--- src/rtl/instr_enc_pkg.sv ---
// Shared definitions for the instruction encoder: op codes, RV32 opcode and
// funct fields, the canonical NOP word and the controller state type.
package instr_enc_pkg;

  // Op codes accepted on op_i; every other value is illegal.
  typedef enum logic [3:0] {
    OP_OR   = 4'd0,
    OP_AND  = 4'd1,
    OP_ADD  = 4'd2,
    OP_SUB  = 4'd3,
    OP_MUL  = 4'd4,
    OP_ADDI = 4'd5,
    OP_LW   = 4'd6,
    OP_SW   = 4'd7,
    OP_BEQ  = 4'd8
  } op_e;

  // RV32 major opcodes
  localparam logic [6:0] OPC_RTYPE  = 7'b0110011;
  localparam logic [6:0] OPC_OPIMM  = 7'b0010011;
  localparam logic [6:0] OPC_LOAD   = 7'b0000011;
  localparam logic [6:0] OPC_STORE  = 7'b0100011;
  localparam logic [6:0] OPC_BRANCH = 7'b1100011;

  // funct3 values
  localparam logic [2:0] F3_OR   = 3'b110;
  localparam logic [2:0] F3_AND  = 3'b111;
  localparam logic [2:0] F3_ADD  = 3'b000;
  localparam logic [2:0] F3_ADDI = 3'b000;
  localparam logic [2:0] F3_WORD = 3'b010;
  localparam logic [2:0] F3_BEQ  = 3'b000;

  // funct7 values
  localparam logic [6:0] F7_BASE = 7'b0000000;
  localparam logic [6:0] F7_SUB  = 7'b0100000;
  localparam logic [6:0] F7_MUL  = 7'b0000001;

  // addi x0, x0, 0
  localparam logic [31:0] NOP_WORD = 32'h0000_0013;

  // Controller states
  typedef enum logic [1:0] {
    ST_IDLE  = 2'd0,
    ST_WRITE = 2'd1,
    ST_FULL  = 2'd2,
    ST_ERR   = 2'd3
  } enc_state_e;

endpackage

--- src/rtl/instr_encoder_if.sv ---
// Op request and instruction-memory write bus of the instruction encoder.
//
// Handshakes:
//   op channel : an op is transferred on a rising edge where op_valid_i and
//                op_ready_o are both high. op_ready_o does not depend on
//                op_valid_i; the requester holds op_i and its fields stable
//                while op_valid_i is high and not yet accepted.
//   mem channel: mem_we_o, mem_addr_o and mem_data_o stay stable while
//                mem_we_o is high; the write completes on the rising edge
//                where mem_ack_i is sampled high with mem_we_o high. An ack
//                seen while mem_we_o is low has no effect.
interface instr_encoder_if;
  logic        start_i;
  logic        op_valid_i;
  logic        op_ready_o;
  logic [3:0]  op_i;
  logic [4:0]  rd_i;
  logic [4:0]  rs1_i;
  logic [4:0]  rs2_i;
  logic [11:0] imm_i;
  logic        mem_we_o;
  logic [31:0] mem_addr_o;
  logic [31:0] mem_data_o;
  logic        mem_ack_i;
  logic        full_o;
  logic        err_o;

  // Encoder side
  modport slave (
    input  start_i, op_valid_i, op_i, rd_i, rs1_i, rs2_i, imm_i, mem_ack_i,
    output op_ready_o, mem_we_o, mem_addr_o, mem_data_o, full_o, err_o
  );

  // Requester / memory side
  modport master (
    output start_i, op_valid_i, op_i, rd_i, rs1_i, rs2_i, imm_i, mem_ack_i,
    input  op_ready_o, mem_we_o, mem_addr_o, mem_data_o, full_o, err_o
  );
endinterface

--- src/rtl/instr_enc_fmt.sv ---
// Combinational RV32 word formatter: turns an op code plus register and
// immediate fields into an instruction word and flags illegal op codes.
// Illegal op codes produce word 0; the caller decides what to do with them.
module instr_enc_fmt
  import instr_enc_pkg::*;
(
  input  logic [3:0]  op_i,
  input  logic [4:0]  rd_i,
  input  logic [4:0]  rs1_i,
  input  logic [4:0]  rs2_i,
  input  logic [11:0] imm_i,
  output logic [31:0] word_o,
  output logic        legal_o
);

  // Select the instruction format and assemble its fields.
  always_comb begin
    word_o  = 32'h0000_0000;
    legal_o = 1'b1;
    case (op_i)
      OP_OR:   word_o = {F7_BASE, rs2_i, rs1_i, F3_OR,  rd_i, OPC_RTYPE};
      OP_AND:  word_o = {F7_BASE, rs2_i, rs1_i, F3_AND, rd_i, OPC_RTYPE};
      OP_ADD:  word_o = {F7_BASE, rs2_i, rs1_i, F3_ADD, rd_i, OPC_RTYPE};
      OP_SUB:  word_o = {F7_SUB,  rs2_i, rs1_i, F3_ADD, rd_i, OPC_RTYPE};
      OP_MUL:  word_o = {F7_MUL,  rs2_i, rs1_i, F3_ADD, rd_i, OPC_RTYPE};
      OP_ADDI: word_o = {imm_i, rs1_i, F3_ADDI, rd_i, OPC_OPIMM};
      OP_LW:   word_o = {imm_i, rs1_i, F3_WORD, rd_i, OPC_LOAD};
      OP_SW:   word_o = {imm_i[11:5], rs2_i, rs1_i, F3_WORD, imm_i[4:0], OPC_STORE};
      // imm_i carries branch offset bits [12:1]
      OP_BEQ:  word_o = {imm_i[11], imm_i[9:4], rs2_i, rs1_i, F3_BEQ,
                         imm_i[3:0], imm_i[10], OPC_BRANCH};
      default: legal_o = 1'b0;
    endcase
  end

endmodule

--- src/rtl/instr_encoder.sv ---
// Instruction encoder: accepts op requests, formats them into RV32 words and
// writes them to consecutive word addresses of an instruction memory starting
// at ADDR_BASE, stopping after DEPTH words until restarted.
//
// Build option INSTR_ENC_ILLEGAL_TRAP_EN: when defined, an accepted illegal op
// enters ERR and raises the sticky err_o without writing; when undefined, an
// illegal op is written as a NOP and err_o is constant 0.
module instr_encoder
  import instr_enc_pkg::*;
#(
  parameter logic [31:0] ADDR_BASE = 32'h0000_0000,
  parameter int unsigned DEPTH     = 256
) (
  input  logic                  clk_i,
  input  logic                  rst_i,
  instr_encoder_if.slave        bus,
  output enc_state_e            state_o,
  output logic [31:0]           cnt_o
);

  localparam int unsigned CNT_W = $clog2(DEPTH + 1);

  enc_state_e        state_q, state_d;
  logic [31:0]       addr_q, addr_d;
  logic [31:0]       data_q, data_d;
  logic [CNT_W-1:0]  cnt_q, cnt_d;

  logic [31:0]       fmt_word;
  logic              fmt_legal;
  logic              op_ready;
  logic              mem_we;
  logic              full;
  logic              accept;
  logic              last_word;

  instr_enc_fmt u_fmt (
    .op_i    (bus.op_i),
    .rd_i    (bus.rd_i),
    .rs1_i   (bus.rs1_i),
    .rs2_i   (bus.rs2_i),
    .imm_i   (bus.imm_i),
    .word_o  (fmt_word),
    .legal_o (fmt_legal)
  );

  // A restart in the same cycle wins over a new op, so no op is taken then.
  assign accept    = bus.op_valid_i & op_ready;
  assign last_word = (cnt_q == CNT_W'(DEPTH - 1));

  // State register
  always_ff @(posedge clk_i or posedge rst_i) begin
    if (rst_i) state_q <= ST_IDLE;
    else       state_q <= state_d;
  end

  // Next-state: restart has priority, then op acceptance and write completion
  always_comb begin
    state_d = state_q;
    if (bus.start_i) begin
      state_d = ST_IDLE;
    end else begin
      case (state_q)
        ST_IDLE: begin
          if (accept) begin
`ifdef INSTR_ENC_ILLEGAL_TRAP_EN
            state_d = fmt_legal ? ST_WRITE : ST_ERR;
`else
            state_d = ST_WRITE;
`endif
          end
        end
        ST_WRITE: begin
          if (bus.mem_ack_i) state_d = last_word ? ST_FULL : ST_IDLE;
        end
        // FULL and ERR are left only by restart or reset
        default: state_d = state_q;
      endcase
    end
  end

  // State-decoded outputs
  always_comb begin
    op_ready = 1'b0;
    mem_we   = 1'b0;
    full     = 1'b0;
    case (state_q)
      ST_IDLE:  op_ready = ~bus.start_i;
      ST_WRITE: mem_we   = 1'b1;
      ST_FULL:  full     = 1'b1;
      default:  ;
    endcase
  end

  // Address, word and counter: load on accept, advance on completed write
  always_comb begin
    addr_d = addr_q;
    data_d = data_q;
    cnt_d  = cnt_q;
    if (bus.start_i) begin
      addr_d = ADDR_BASE;
      cnt_d  = '0;
    end else if (accept) begin
`ifdef INSTR_ENC_ILLEGAL_TRAP_EN
      if (fmt_legal) data_d = fmt_word;
`else
      data_d = fmt_legal ? fmt_word : NOP_WORD;
`endif
    end else if (state_q == ST_WRITE && bus.mem_ack_i) begin
      addr_d = addr_q + 32'd4;
      cnt_d  = cnt_q + CNT_W'(1);
    end
  end

  // Datapath registers
  always_ff @(posedge clk_i or posedge rst_i) begin
    if (rst_i) begin
      addr_q <= ADDR_BASE;
      data_q <= 32'h0000_0000;
      cnt_q  <= '0;
    end else begin
      addr_q <= addr_d;
      data_q <= data_d;
      cnt_q  <= cnt_d;
    end
  end

`ifdef INSTR_ENC_ILLEGAL_TRAP_EN
  logic err_q, err_d;

  // Sticky illegal-op flag, cleared only by restart or reset
  always_comb begin
    err_d = err_q;
    if (bus.start_i)               err_d = 1'b0;
    else if (accept && !fmt_legal) err_d = 1'b1;
  end

  // Error flag register
  always_ff @(posedge clk_i or posedge rst_i) begin
    if (rst_i) err_q <= 1'b0;
    else       err_q <= err_d;
  end

  assign bus.err_o = err_q;
`else
  assign bus.err_o = 1'b0;
`endif

  assign bus.op_ready_o = op_ready;
  assign bus.mem_we_o   = mem_we;
  assign bus.mem_addr_o = addr_q;
  assign bus.mem_data_o = data_q;
  assign bus.full_o     = full;
  assign state_o        = state_q;
  assign cnt_o          = 32'(cnt_q);

endmodule

--- src/flat_wrapper.sv ---
// flat-port wrapper written by rule: the top's interface ports become plain ports
module instr_encoder_flat import instr_enc_pkg::*;
#(
  parameter logic [31:0] ADDR_BASE = 32'h0000_0000,
  parameter int unsigned DEPTH     = 256
)
  (clk_i, rst_i, state_o, cnt_o, bus_start_i, bus_op_valid_i, bus_op_i, bus_rd_i, bus_rs1_i, bus_rs2_i, bus_imm_i, bus_mem_ack_i, bus_op_ready_o, bus_mem_we_o, bus_mem_addr_o, bus_mem_data_o, bus_full_o, bus_err_o);
  instr_encoder_if bus_i ();
  input  logic clk_i;
  input  logic rst_i;
  output enc_state_e state_o;
  output logic [31:0] cnt_o;
  input wire logic [$bits(bus_i.start_i)-1:0] bus_start_i;
  input wire logic [$bits(bus_i.op_valid_i)-1:0] bus_op_valid_i;
  input wire logic [$bits(bus_i.op_i)-1:0] bus_op_i;
  input wire logic [$bits(bus_i.rd_i)-1:0] bus_rd_i;
  input wire logic [$bits(bus_i.rs1_i)-1:0] bus_rs1_i;
  input wire logic [$bits(bus_i.rs2_i)-1:0] bus_rs2_i;
  input wire logic [$bits(bus_i.imm_i)-1:0] bus_imm_i;
  input wire logic [$bits(bus_i.mem_ack_i)-1:0] bus_mem_ack_i;
  output wire logic [$bits(bus_i.op_ready_o)-1:0] bus_op_ready_o;
  output wire logic [$bits(bus_i.mem_we_o)-1:0] bus_mem_we_o;
  output wire logic [$bits(bus_i.mem_addr_o)-1:0] bus_mem_addr_o;
  output wire logic [$bits(bus_i.mem_data_o)-1:0] bus_mem_data_o;
  output wire logic [$bits(bus_i.full_o)-1:0] bus_full_o;
  output wire logic [$bits(bus_i.err_o)-1:0] bus_err_o;
  assign bus_i.start_i = bus_start_i;
  assign bus_i.op_valid_i = bus_op_valid_i;
  assign bus_i.op_i = bus_op_i;
  assign bus_i.rd_i = bus_rd_i;
  assign bus_i.rs1_i = bus_rs1_i;
  assign bus_i.rs2_i = bus_rs2_i;
  assign bus_i.imm_i = bus_imm_i;
  assign bus_i.mem_ack_i = bus_mem_ack_i;
  assign bus_op_ready_o = bus_i.op_ready_o;
  assign bus_mem_we_o = bus_i.mem_we_o;
  assign bus_mem_addr_o = bus_i.mem_addr_o;
  assign bus_mem_data_o = bus_i.mem_data_o;
  assign bus_full_o = bus_i.full_o;
  assign bus_err_o = bus_i.err_o;
  instr_encoder #(.ADDR_BASE(ADDR_BASE), .DEPTH(DEPTH)) u_core (.clk_i(clk_i), .rst_i(rst_i), .bus(bus_i), .state_o(state_o), .cnt_o(cnt_o));
endmodule
--- config.mk ---
export PLATFORM = sky130hd
export DESIGN_NAME = instr_encoder_flat
export DESIGN_NICKNAME = d
export VERILOG_FILES = /design/src/rtl/instr_enc_pkg.sv /design/src/rtl/instr_encoder_if.sv /design/src/rtl/instr_enc_fmt.sv /design/src/rtl/instr_encoder.sv /design/src/flat_wrapper.sv
export SDC_FILE = /design/constraint.sdc
export NUM_CORES = 1
export LEC_CHECK = 0
export ABC_AREA = 1
export CORE_ASPECT_RATIO = 1.2
export CORE_MARGIN = 8
export CORE_UTILIZATION = 35
export CTS_BUF_LIST = sky130_fd_sc_hd__clkbuf_8
export CTS_CLUSTER_SIZE = 8
export DETAILED_ROUTE_END_ITERATION = 8
export PLACE_DENSITY = 0.71
export SLEW_MARGIN = 20
export SYNTH_ARGS = -nofsm -noshare
export SYNTH_HDL_FRONTEND = slang
export SYNTH_HIERARCHICAL = 1
export SYNTH_SLANG_ARGS = --single-unit
--- constraint.sdc ---
create_clock -name clk_i -period 2.41 [get_ports clk_i]
set_input_delay 0.241 -clock clk_i [delete_from_list [all_inputs] [get_ports clk_i]]
set_output_delay 0.241 -clock clk_i [all_outputs]
set_load 0.05 [all_outputs]
== Yosys cells after proc, flatten, opt, wreduce, memory -nomap -nowiden ==
Index checks and enable logic that the tools add are counted.

* Logic and storage cells: 48
* Input port bits: 36
* Register bits: 75

* Eq/ne operators: 14
* Muxes and demuxes: 17
* Bitwise logic cells: 2
* $add $sub $neg: 2
* Reduce and logical (&&, ||, !) cells: 9

{| class="wikitable"
|+ Operators by type and width
! operator !! number
|-
| 32-bit one-hot mux with 9 select lines || 1
|-
| 32-bit 2-to-1 mux || 4
|-
| 32-bit by 3-bit adder with 32-bit output (second input constant) || 1
|-
| 9-bit 2-to-1 mux || 3
|-
| 4-bit by 3-bit equality test with 1-bit output (second input constant) || 4
|-
| 9-bit by 1-bit adder with 9-bit output (second input constant) || 1
|-
| 9-bit by 8-bit equality test with 1-bit output (second input constant) || 1
|-
| 9-bit OR reduction || 1
|-
| 4-bit by 2-bit equality test with 1-bit output (second input constant) || 2
|-
| 2-bit 2-to-1 mux || 4
|-
| 4-bit by 1-bit equality test with 1-bit output (second input constant) || 1
|-
| 4-bit equality test (second input constant) || 1
|-
| 4-bit zero test || 1
|-
| 1-bit 2-to-1 mux || 4
|-
| 2-bit one-hot mux with 2 select lines || 1
|-
| 2-bit AND reduction || 2
|-
| 3-bit by 2-bit != test with 1-bit output (second input constant) || 1
|-
| 3-bit != test (second input constant) || 1
|-
| 3-bit AND reduction || 1
|-
| 3-bit nonzero test || 1
|-
| 2-bit by 1-bit equality test with 1-bit output (second input constant) || 1
|-
| 2-bit equality test (second input constant) || 1
|-
| 2-bit zero test || 1
|-
| 2-bit != test (second input constant) || 1
|-
| 4 further kinds || 4
|}

== Logic depth before layout (Yosys ltp) ==
Gate-level depths: netlist of the first run.

* Word-level depth: 6
* Depth in mapped cells: 9

== Cells and area by module ==
The synthesis of the first run kept the hierarchy.

{| class="wikitable"
|+ Modules (own cells, without submodules)
! module !! area an instance (um^2) !! instances !! cells an instance
|-
| instr_encoder || 3983.8 || 1 || 528
|-
| instr_enc_fmt || 441.7 || 1 || 94
|}

== Worst setup path before layout of the first run ==
No wires, ideal clock.

* Path type: flip-flop to flip-flop
* Start: reg u_core.state_q[0], in the netlist u_core/state_o[0]
* End: reg u_core.addr_q[16], in the netlist u_core/bus.mem_addr_o[16]
* Data arrival time: 1725 ps
* Setup slack: 566 ps
* Cell stages (with the launch flop): 9
* Data required time: 2291 ps
* Path buffers: 1
* Cells stage by stage: dfrtp_1 > inv_2 > nor2_4 > a21oi_4 > buf_6 > nor3_1 > nand2_1 > nand2_1 > nor2_1

* Word-level cells in the longest chain between the ends: 5
* Elaborated cells on any way between the ends: 8
* Classes of those cells: eq/ne: 2; mux: 1; bitwise: 1; reduce/logical: 4

{| class="wikitable"
|+ RTL lines
! what !! line !! source
|-
| from (decl) || instr_encoder.sv:23 || <nowiki>enc_state_e state_q, state_d;</nowiki>
|-
| from (signal assigned) || instr_encoder.sv:53 || <nowiki>else state_q <= state_d;</nowiki>
|-
| 2-bit zero test || instr_encoder.sv:86 || <nowiki>case (state_q)</nowiki>
|-
| 1-bit 2-to-1 mux || instr_encoder.sv:86 ||
|-
| 1-bit AND || instr_encoder.sv:47 || <nowiki>assign accept = bus.op_valid_i & op_ready;</nowiki>
|-
| 2-bit != test (no source line) || - ||
|-
| 2-bit AND reduction (no source line) * || - ||
|-
| to (signal assigned) || instr_encoder.sv:121 || <nowiki>addr_q <= addr_d;</nowiki>
|-
| to (decl) || instr_encoder.sv:24 || <nowiki>logic [31:0] addr_q, addr_d;</nowiki>
|}

Mark *: on every way between the ends. The rest lies on a longest branch, timed or not.
A chain may end at the register's enable or synchronous reset.

== Worst setup path after layout of the first run ==
* Start: reg u_core.state_q[1], in the netlist u_core/state_o[1]
* End: out bus_mem_we_o

* Word-level cells in the longest chain between the ends: 2

{| class="wikitable"
|+ RTL lines
! what !! line !! source
|-
| 2-bit by 1-bit equality test with 1-bit output || instr_encoder.sv:86 ||
|-
| 1-bit 2-to-1 mux || instr_encoder.sv:86 ||
|-
| to (decl) || flat_wrapper.sv:22 || <nowiki>output wire logic [$bits(bus_i.mem_we_o)-1:0] bus_mem_we_o;</nowiki>
|}

Every way passes these cells.

==> results.json, run 1 <==
{
  "yosys_warnings": 6,
  "period_minus_slack_ps": 2110,
  "dp_worst_setup_slack_ps": 380,
  "vias": 4221,
  "slew_headroom_pct": 55.4,
  "p_comb_share_pct": 31.9,
  "cp-start-kind": "register",
  "avgSynthCellArea_um2": 7.11,
  "peakVddDrop_v": 0.000265,
  "cp.arrival_ps": 1870,
  "ios": 138,
  "dp_hpwl_um": 9690,
  "place_congestion": 0.859,
  "tns_ps": 0,
  "synth_cells": 622,
  "fmax_mhz": 475,
  "setup_viol": 0,
  "ant_nets": 0,
  "fin_total_pwr_mw": 3.26,
  "synth-seq-cells": 73,
  "m1WireLength_um": 5140,
  "wl_met3_um": 1290,
  "initial_core_util_pct": 35.4,
  "cts_max_level": 3,
  "fp.dieArea_mm2": 0.0165,
  "power_frac_seq_pct": 42.6,
  "cp.required_ps": 2170,
  "slew_violations": 0,
  "viasPerCell": 4.72,
  "grt_pass1_wl_um": 21000,
  "num_rows": 45,
  "status": "completed",
  "wire_per_inst_um": 14.3,
  "switching_share_pct": 37.7,
  "area_delta_synth_final_pct": 30.3,
  "core_mm2": 0.0125,
  "path_class": "register to output pin",
  "postCtsSetupBuffers": 0,
  "rrSetupSlack_ps": 620,
  "diodes": 0,
  "firstDrtPassIters": 4,
  "clock_sinks": 73,
  "cts_buffers": 9,
  "cts_tree": "yes",
  "hold_buffers": 0,
  "grt_start_max_net_pins": 74,
  "final_hold_viol_count": 0,
  "antenna_found_initial": 0,
  "clock-skew-final_ps": 5.49,
  "io_buffers": 111,
  "grt_pass1_vias": 4227,
  "wl_met2_um": 6120,
  "synth_enable_flop_cells": 0,
  "synth_cell_types": 34,
  "worstSetupEndpointType": "output pin",
  "p_per_area_mw_per_mm2": 565,
  "fp.dieW_um": 119,
  "cap_violations": 0,
  "worst-slew-pin-transition_ps": 667,
  "nNetsFinal": 769,
  "gr-total-overflow": 0,
  "remaining_drc_errors": 0,
  "hp-class": "input port to asynchronous set/reset pin",
  "ctsResizeCount": 0,
  "drive_gt1_share_pct": 7.39,
  "cts_buffer_depth": 2,
  "drt-total-wl_um": 12800,
  "async_reset_ff_share_pct": 100,
  "p_int_mw": 2.03,
  "top_layer": "met4",
  "fin_ws_ps": 303,
  "rsz0062_at_grt": "false",
  "clock_latency_ps": 340,
  "initialDrtViolationCount": 149,
  "syn_area_mm2": 0.00443,
  "dieHeight_um": 139,
  "p_sw_mw": 1.23,
  "yosysSeqAreaShare_pct": 41.3,
  "crit_fanout": 5,
  "p_leak_nw": 2.67,
  "clockRootBuffer": "clkbuf_8",
  "clk_pin_slew_ps": 70,
  "grtUsageTotal_pct": 15.7,
  "clockPowerShare_pct": 25.5,
  "fin_crit_sh_pct": 87.4,
  "ys.flop_type": "dfrtp_1",
  "fin_hold_ws_ps": 281
}
## worst paths after layout
path | from | end | cells after the start
max | u_core/state_o[1] | bus_mem_we_o | 2
max in group asynchronous | rst_i | u_core/bus.mem_addr_o[10] | 3
min reg2reg | u_core/bus.mem_data_o[4] | u_core/bus.mem_data_o[4] | 2
min in group clk_i | u_core/bus.mem_data_o[4] | u_core/bus.mem_data_o[4] | 2
min | rst_i | u_core/bus.mem_addr_o[4] | 3
max reg2reg | u_core/state_o[1] | u_core/cnt_q[7] | 7
## worst max-delay path: stages (launching register included)
cell	delay, ps
dfrtp_1	470
nor2_4	210
clkdlybuf4s50_1	840
## kinds of logic (layout without fill, tap and decap cells)
| logic type | count (synthesis) | after routing | synth area share, % |
|---|---|---|---|
| AO/OA/AOI/OAI | 71 | 71 | 8.65 |
| AND/OR/NAND/NOR | 355 | 355 | 35.0 |
| XOR/XNOR | 6 | 6 | 1.19 |
| flip-flops | 73 | 73 | 41.3 |
| buffers and inverters | 112 | 195 | 12.9 |
| other | 2 | 28 | 0.170 |
| adder cells (fa/ha/maj) | 3 | 3 | 0.848 |
## cells in the final DEF (no fill, tap or decap), types with 10 or more instances in the layout
master	n
nand3_1	57
nand2_1	167
o21ai_0	37
inv_1	53
dfrtp_1	73
a21oi_1	17
clkbuf_8	11
buf_4	10
conb_1	28
clkdlybuf4s50_1	110
nor2_1	89
## synth_stat cells, drive strengths merged, types with 2 or more instances
cell,number,area share (%)
nand4,7,0.99
nor3,9,1.0
xnor2,4,0.79
nor2,103,10
conb,2,0.17
and3,4,0.57
buf,41,6.8
xor2,2,0.40
nand2,171,15
o21ai,45,5.1
ha,3,0.85
o22ai,3,0.42
clkbuf,10,0.85
inv,60,5.1
dfrtp,73,41
a21oi,19,2.5
nand3,60,7.1
## power by group through the flow
stage               clock network, mW  registers (mW)  logic [mW]
CTS                             0.871            1.39        1.05
detailed placement                  0            1.41        1.05
global route                    0.915            1.40        1.11
finish                          0.831            1.39        1.04
global placement                    0            1.41        1.04
floorplan                           0            1.73       0.398
## final cells by class
cell class / instances / area, um^2
sequential: 73 / 1830
clock inverter: 1 / 5.00
multi-input combinational: 463 / 2130
tap: 164 / 205
fill: 1316 / 6730
clock buffer: 11 / 151
timing repair buffer: 122 / 1220
inverter: 61 / 229
## through the flow
step / utilization, % / area, um^2 / instances
floorplan: - / 4520 / 648
global placement: 44.8 / 5600 / 883
detailed placement: 44.9 / 5610 / 883
CTS: 46.1 / 5770 / 895
global route: 46.1 / 5770 / 895
finish: 46.1 / 5770 / 895
## metal layers
layer | vias to the layer above | track usage [%]
li1 | 2131 | -
met1 | 1922 | 17.1
met2 | 153 | 26.5
met3 | 15 | 6.11
met4 | 0 | 6.60
met5 | - | 0
## sequential cells by signal, summed over array words and instances, names as in the netlist
name,count
u_core/bus.mem_addr_o,30
u_core/bus.mem_data_o,32
u_core/state_o,2
u_core/cnt_q,9
Power figures use the tool's default switching activity.
==> inputs of run 2 (changes only) <==
--- a/config.mk
+++ b/config.mk
@@ -12,6 +12,7 @@
 export CTS_BUF_LIST = sky130_fd_sc_hd__clkbuf_8
 export CTS_CLUSTER_SIZE = 8
 export DETAILED_ROUTE_END_ITERATION = 8
+export HOLD_SLACK_MARGIN = 0.08
 export PLACE_DENSITY = 0.71
 export SLEW_MARGIN = 20
 export SYNTH_ARGS = -nofsm -noshare
==> constraint.sdc (replaced) <==
create_clock -name clk_i -period 2.6 [get_ports clk_i]
set_input_delay 0.26 -clock clk_i [delete_from_list [all_inputs] [get_ports clk_i]]
set_output_delay 0.26 -clock clk_i [all_outputs]
set_load 0.05 [all_outputs]
==> run 2 against run 1 <==
Net effect:
- die area did not move
- sequential power fell by 7%
- via count barely moved
- count of clock-buffer cells in the layout fell by 1
- critical path type unchanged
- largest power group unchanged
==> results.json, run 2 (synthesis results as in run 1) <==
{
  "status": "completed",
  "fp.dieArea_mm2": 0.0165,
  "dp_hpwl_um": 9530,
  "dieHeight_um": 139,
  "switching_share_pct": 37.5,
  "slew_headroom_pct": 57.1,
  "setup_viol": 0,
  "p_per_area_mw_per_mm2": 544,
  "clockRootBuffer": "clkbuf_8",
  "cpPeakStageDelay_ps": 840,
  "p_int_mw": 1.97,
  "postCtsSetupBuffers": 0,
  "slew_violations": 0,
  "hold_buffers": 0,
  "clk_pin_slew_ps": 80,
  "ctsResizeCount": 0,
  "firstDrtPassIters": 4,
  "grt_pass1_wl_um": 21100,
  "io_buffers": 111,
  "cts_buffer_depth": 2,
  "fin_crit_sh_pct": 81.8,
  "vias": 4217,
  "path_class": "register to output pin",
  "cts_buffers": 9,
  "initial_core_util_pct": 35.4,
  "power_frac_seq_pct": 41.0,
  "fin_hold_ws_ps": 281,
  "worstSetupEndpointType": "output pin",
  "worst-slew-pin-transition_ps": 641,
  "rsz0062_at_grt": "false",
  "period_minus_slack_ps": 2130,
  "mostFrequentLayoutCells": "nand2_1, clkdlybuf4s50_1, nor2_1",
  "nNetsFinal": 764,
  "fin_ws_ps": 473,
  "worstPathBufferInverterCount": 1,
  "critPathTopFamily": "buffers and inverters",
  "cp.arrival_ps": 1870,
  "cts_max_level": 3,
  "place_congestion": 0.900,
  "grt_start_max_net_pins": 74,
  "largest_reg_flops": 32,
  "drive_gt1_share_pct": 7.12,
  "final_hold_viol_count": 0,
  "clockPowerShare_pct": 28.7,
  "critPathSlowestCell": "clkdlybuf4s50_1",
  "ios": 138,
  "layout_commonest_cell": "nand2_1",
  "grt_pass1_vias": 4201,
  "worstPathCellList": "nor2_4, clkdlybuf4s50_1",
  "diodes": 0,
  "drt-total-wl_um": 12600,
  "dp_worst_setup_slack_ps": 503,
  "viasPerCell": 4.72,
  "clock_latency_ps": 350,
  "p_leak_nw": 2.67,
  "p_comb_share_pct": 30.4,
  "antenna_found_initial": 0,
  "cap_violations": 0,
  "wire_per_inst_um": 14.1,
  "area_delta_synth_final_pct": 30.6,
  "cts_tree": "yes",
  "tns_ps": 0,
  "ant_nets": 0,
  "clock_sinks": 73,
  "grtUsageTotal_pct": 15.7,
  "remaining_drc_errors": 0,
  "p_sw_mw": 1.18,
  "initialDrtViolationCount": 194,
  "gr-total-overflow": 0,
  "num_rows": 45,
  "dp.cells": 878,
  "cp.required_ps": 2340,
  "crit_fanout": 5,
  "cp-start-kind": "register",
  "hp-class": "input port to asynchronous set/reset pin",
  "clock-skew-final_ps": 10.5,
  "peakVddDrop_v": 0.000297,
  "finalNonFillerCells": 894,
  "fmax_mhz": 470,
  "rrSetupSlack_ps": 820,
  "fp.dieW_um": 119,
  "core_mm2": 0.0125
}
run 2: metal layers:
| metal | vias up | global-route usage (%) | routed length, um |
|---|---|---|---|
| li1 | 2119 | - | - |
| met1 | 1930 | 17.8 | 5040 |
| met2 | 151 | 25.9 | 6000 |
| met3 | 17 | 6.72 | 1330 |
| met4 | 0 | 5.07 | 210 |
| met5 | - | 0 | 0 |
run 2: worst paths after layout:
check | cells past startpoint | to | start
max in group asynchronous | 3 | u_core/bus.mem_addr_o[26] | rst_i
max | 2 | bus_mem_we_o | u_core/state_o[1]
min reg2reg | 2 | u_core/bus.mem_data_o[4] | u_core/bus.mem_data_o[4]
max reg2reg | 7 | u_core/cnt_q[7] | u_core/state_o[1]
min | 3 | u_core/bus.mem_data_o[8] | rst_i
min in group clk_i | 2 | u_core/bus.mem_data_o[4] | u_core/bus.mem_data_o[4]
run 2: layout make-up:
| class | count | area, um^2 |
|---|---|---|
| Timing Repair Buffer | 117 | 1190 |
| Clock buffer | 10 | 138 |
| Clock inverter | 6 | 58.8 |
| Multi-Input combinational cell | 463 | 2130 |
| Tap cell | 164 | 205 |
| Inverter | 61 | 229 |
| Fill cell | 1270 | 6720 |
| Sequential cell | 73 | 1830 |
run 2: power by group through the flow:
stage	registers (mW)	logic [mW]	clock network [mW]
floorplan	1.60	0.369	0
global placement	1.31	0.959	0
detailed placement	1.31	0.960	0
CTS	1.29	0.963	0.932
global route	1.30	1.02	0.987
finish	1.29	0.954	0.901
run 2: tightest hold or removal path: stages:
cell             delay, ps
clkdlybuf4s50_1        410
inv_2                   70
buf_12                 300
run 2: stage by stage:
step	area (um^2)	power, mW	util, %
2_1_floorplan	4520	1.97	-
3_3_place_gp	5580	2.27	44.6
3_5_place_dp	5580	2.27	44.6
4_1_cts	5780	3.19	46.2
5_1_grt	5780	3.31	46.2
6_report	5780	3.14	46.2
==> inputs of run 3 (changes only) <==
==> constraint.sdc (replaced) <==
create_clock -name clk_i -period 2.07 [get_ports clk_i]
set_input_delay 0.207 -clock clk_i [delete_from_list [all_inputs] [get_ports clk_i]]
set_output_delay 0.207 -clock clk_i [all_outputs]
set_load 0.05 [all_outputs]
==> run 3 against run 2 <==
Net effect:
- critical path depth fell by 1
- global-route usage down 0.11 points
- clock skew shrank 2.3 ps
- flip-flop and latch count unchanged
- sequential power up 26%
- non-clock buffer count rose by 9
- critical path type unchanged
==> results.json, run 3 (synthesis results as in run 1) <==
{
  "status": "completed",
  "hp-class": "input port to asynchronous set/reset pin",
  "dp_worst_setup_slack_ps": 184,
  "fin_hold_ws_ps": 263,
  "layout_commonest_cell": "nand2_1",
  "cts_tree": "yes",
  "num_rows": 45,
  "final_hold_viol_count": 0,
  "postCtsSetupBuffers": 0,
  "worstSetupEndpointType": "output pin",
  "cts_buffer_depth": 2,
  "tns_ps": 0,
  "dp_hpwl_um": 9830,
  "drt-total-wl_um": 12700,
  "fin_ws_ps": 144,
  "worstPathBufferInverterCount": 1,
  "critPathTopFamily": "buffers and inverters",
  "setup_viol": 0,
  "worstPathCellList": "clkdlybuf4s50_1",
  "period_minus_slack_ps": 1930,
  "cp-start-kind": "register",
  "worst-slew-pin-transition_ps": 564,
  "remaining_drc_errors": 0,
  "slew_headroom_pct": 62.3,
  "crit_cells": 1,
  "clockRootBuffer": "clkbuf_8",
  "grt_pass1_wl_um": 21000,
  "dieHeight_um": 139,
  "hold_buffers": 0,
  "clock-skew-final_ps": 8.18,
  "rsz0062_at_grt": "false",
  "fin_total_pwr_mw": 4.11,
  "cp.arrival_ps": 1720,
  "p_leak_nw": 2.72,
  "final_cell_area_mm2": 0.00586,
  "io_buffers": 111,
  "diodes": 0,
  "cts_buffers": 9,
  "peakVddDrop_v": 0.000429,
  "place_congestion": 0.897,
  "path_class": "register to output pin",
  "largest_reg_flops": 32,
  "cts_max_level": 3,
  "crit_fanout": 5,
  "grt_start_max_net_pins": 74,
  "finalNonFillerCells": 903,
  "slew_violations": 0,
  "cap_violations": 0,
  "antenna_found_initial": 0,
  "firstDrtPassIters": 5,
  "grt_pass1_vias": 4289,
  "gr-total-overflow": 0,
  "clock_latency_ps": 350,
  "cpPeakStageDelay_ps": 870,
  "fp.dieW_um": 119,
  "clock_sinks": 73,
  "fin_crit_sh_pct": 93.0,
  "initial_core_util_pct": 35.4,
  "viasPerCell": 4.73,
  "mostFrequentLayoutCells": "nand2_1, clkdlybuf4s50_1, nor2_1",
  "fmax_mhz": 519,
  "ant_nets": 0,
  "critPathSlowestCell": "clkdlybuf4s50_1",
  "vias": 4275,
  "reg2regPathDepth": 7,
  "core_mm2": 0.0125,
  "area_delta_synth_final_pct": 32.4,
  "cp.required_ps": 1860,
  "nNetsFinal": 773,
  "wire_per_inst_um": 14.1,
  "ios": 138,
  "ctsResizeCount": 0,
  "fp.dieArea_mm2": 0.0165,
  "postLayoutCoreUtil_pct": 46.9,
  "clk_pin_slew_ps": 80,
  "place_area_mm2": 0.00563,
  "grtUsageTotal_pct": 15.6,
  "dp.cells": 887,
  "p_per_area_mw_per_mm2": 702,
  "rrSetupSlack_ps": 390,
  "initialDrtViolationCount": 180,
  "drive_gt1_share_pct": 8.66
}
## run 3: area by class of cell
type	count	area (um^2)
multi-input cells	463	2130
fillers	1318	6640
clock buffers	11	151
clock inverters	5	77.6
flip-flops and latches	73	1830
repair buffers	126	1240
well taps	164	205
inverters	61	229
## run 3: worst min-delay path, stage by stage
cell and delay, ps:
clkdlybuf4s50_1 410, inv_2 70, buf_12 330
## run 3: report_power, final
| part | switching, mW | leakage, nW | internal [mW] |
|---|---|---|---|
| Clock | 0.544 | 0.115 | 0.740 |
| Combinational | 0.849 | 1.62 | 0.366 |
| Sequential | 0.0834 | 0.992 | 1.53 |
| Total | 1.48 | 2.72 | 2.64 |
## run 3: final timing paths
path / start / to
setup / recovery: u_core/state_o[1] / state_o[1]
hold / removal: rst_i / u_core/bus.mem_addr_o[6]
setup reg to reg: u_core/state_o[1] / u_core/bus.mem_addr_o[10]
hold reg to reg: u_core/bus.mem_data_o[1] / u_core/bus.mem_data_o[1]
max in group asynchronous: rst_i / u_core/bus.mem_data_o[23]
min in group clk_i: bus_rs1_i[4] / u_core/bus.mem_data_o[19]
## run 3: layer usage
metal / vias to the layer above / part of all wire [%] / global-route usage, %
met5: - / 0 / 0
met4: 0 / 1.9 / 6.14
met3: 22 / 8.9 / 5.74
met2: 164 / 47 / 25.5
met1: 1952 / 42 / 18.0
li1: 2137 / - / -
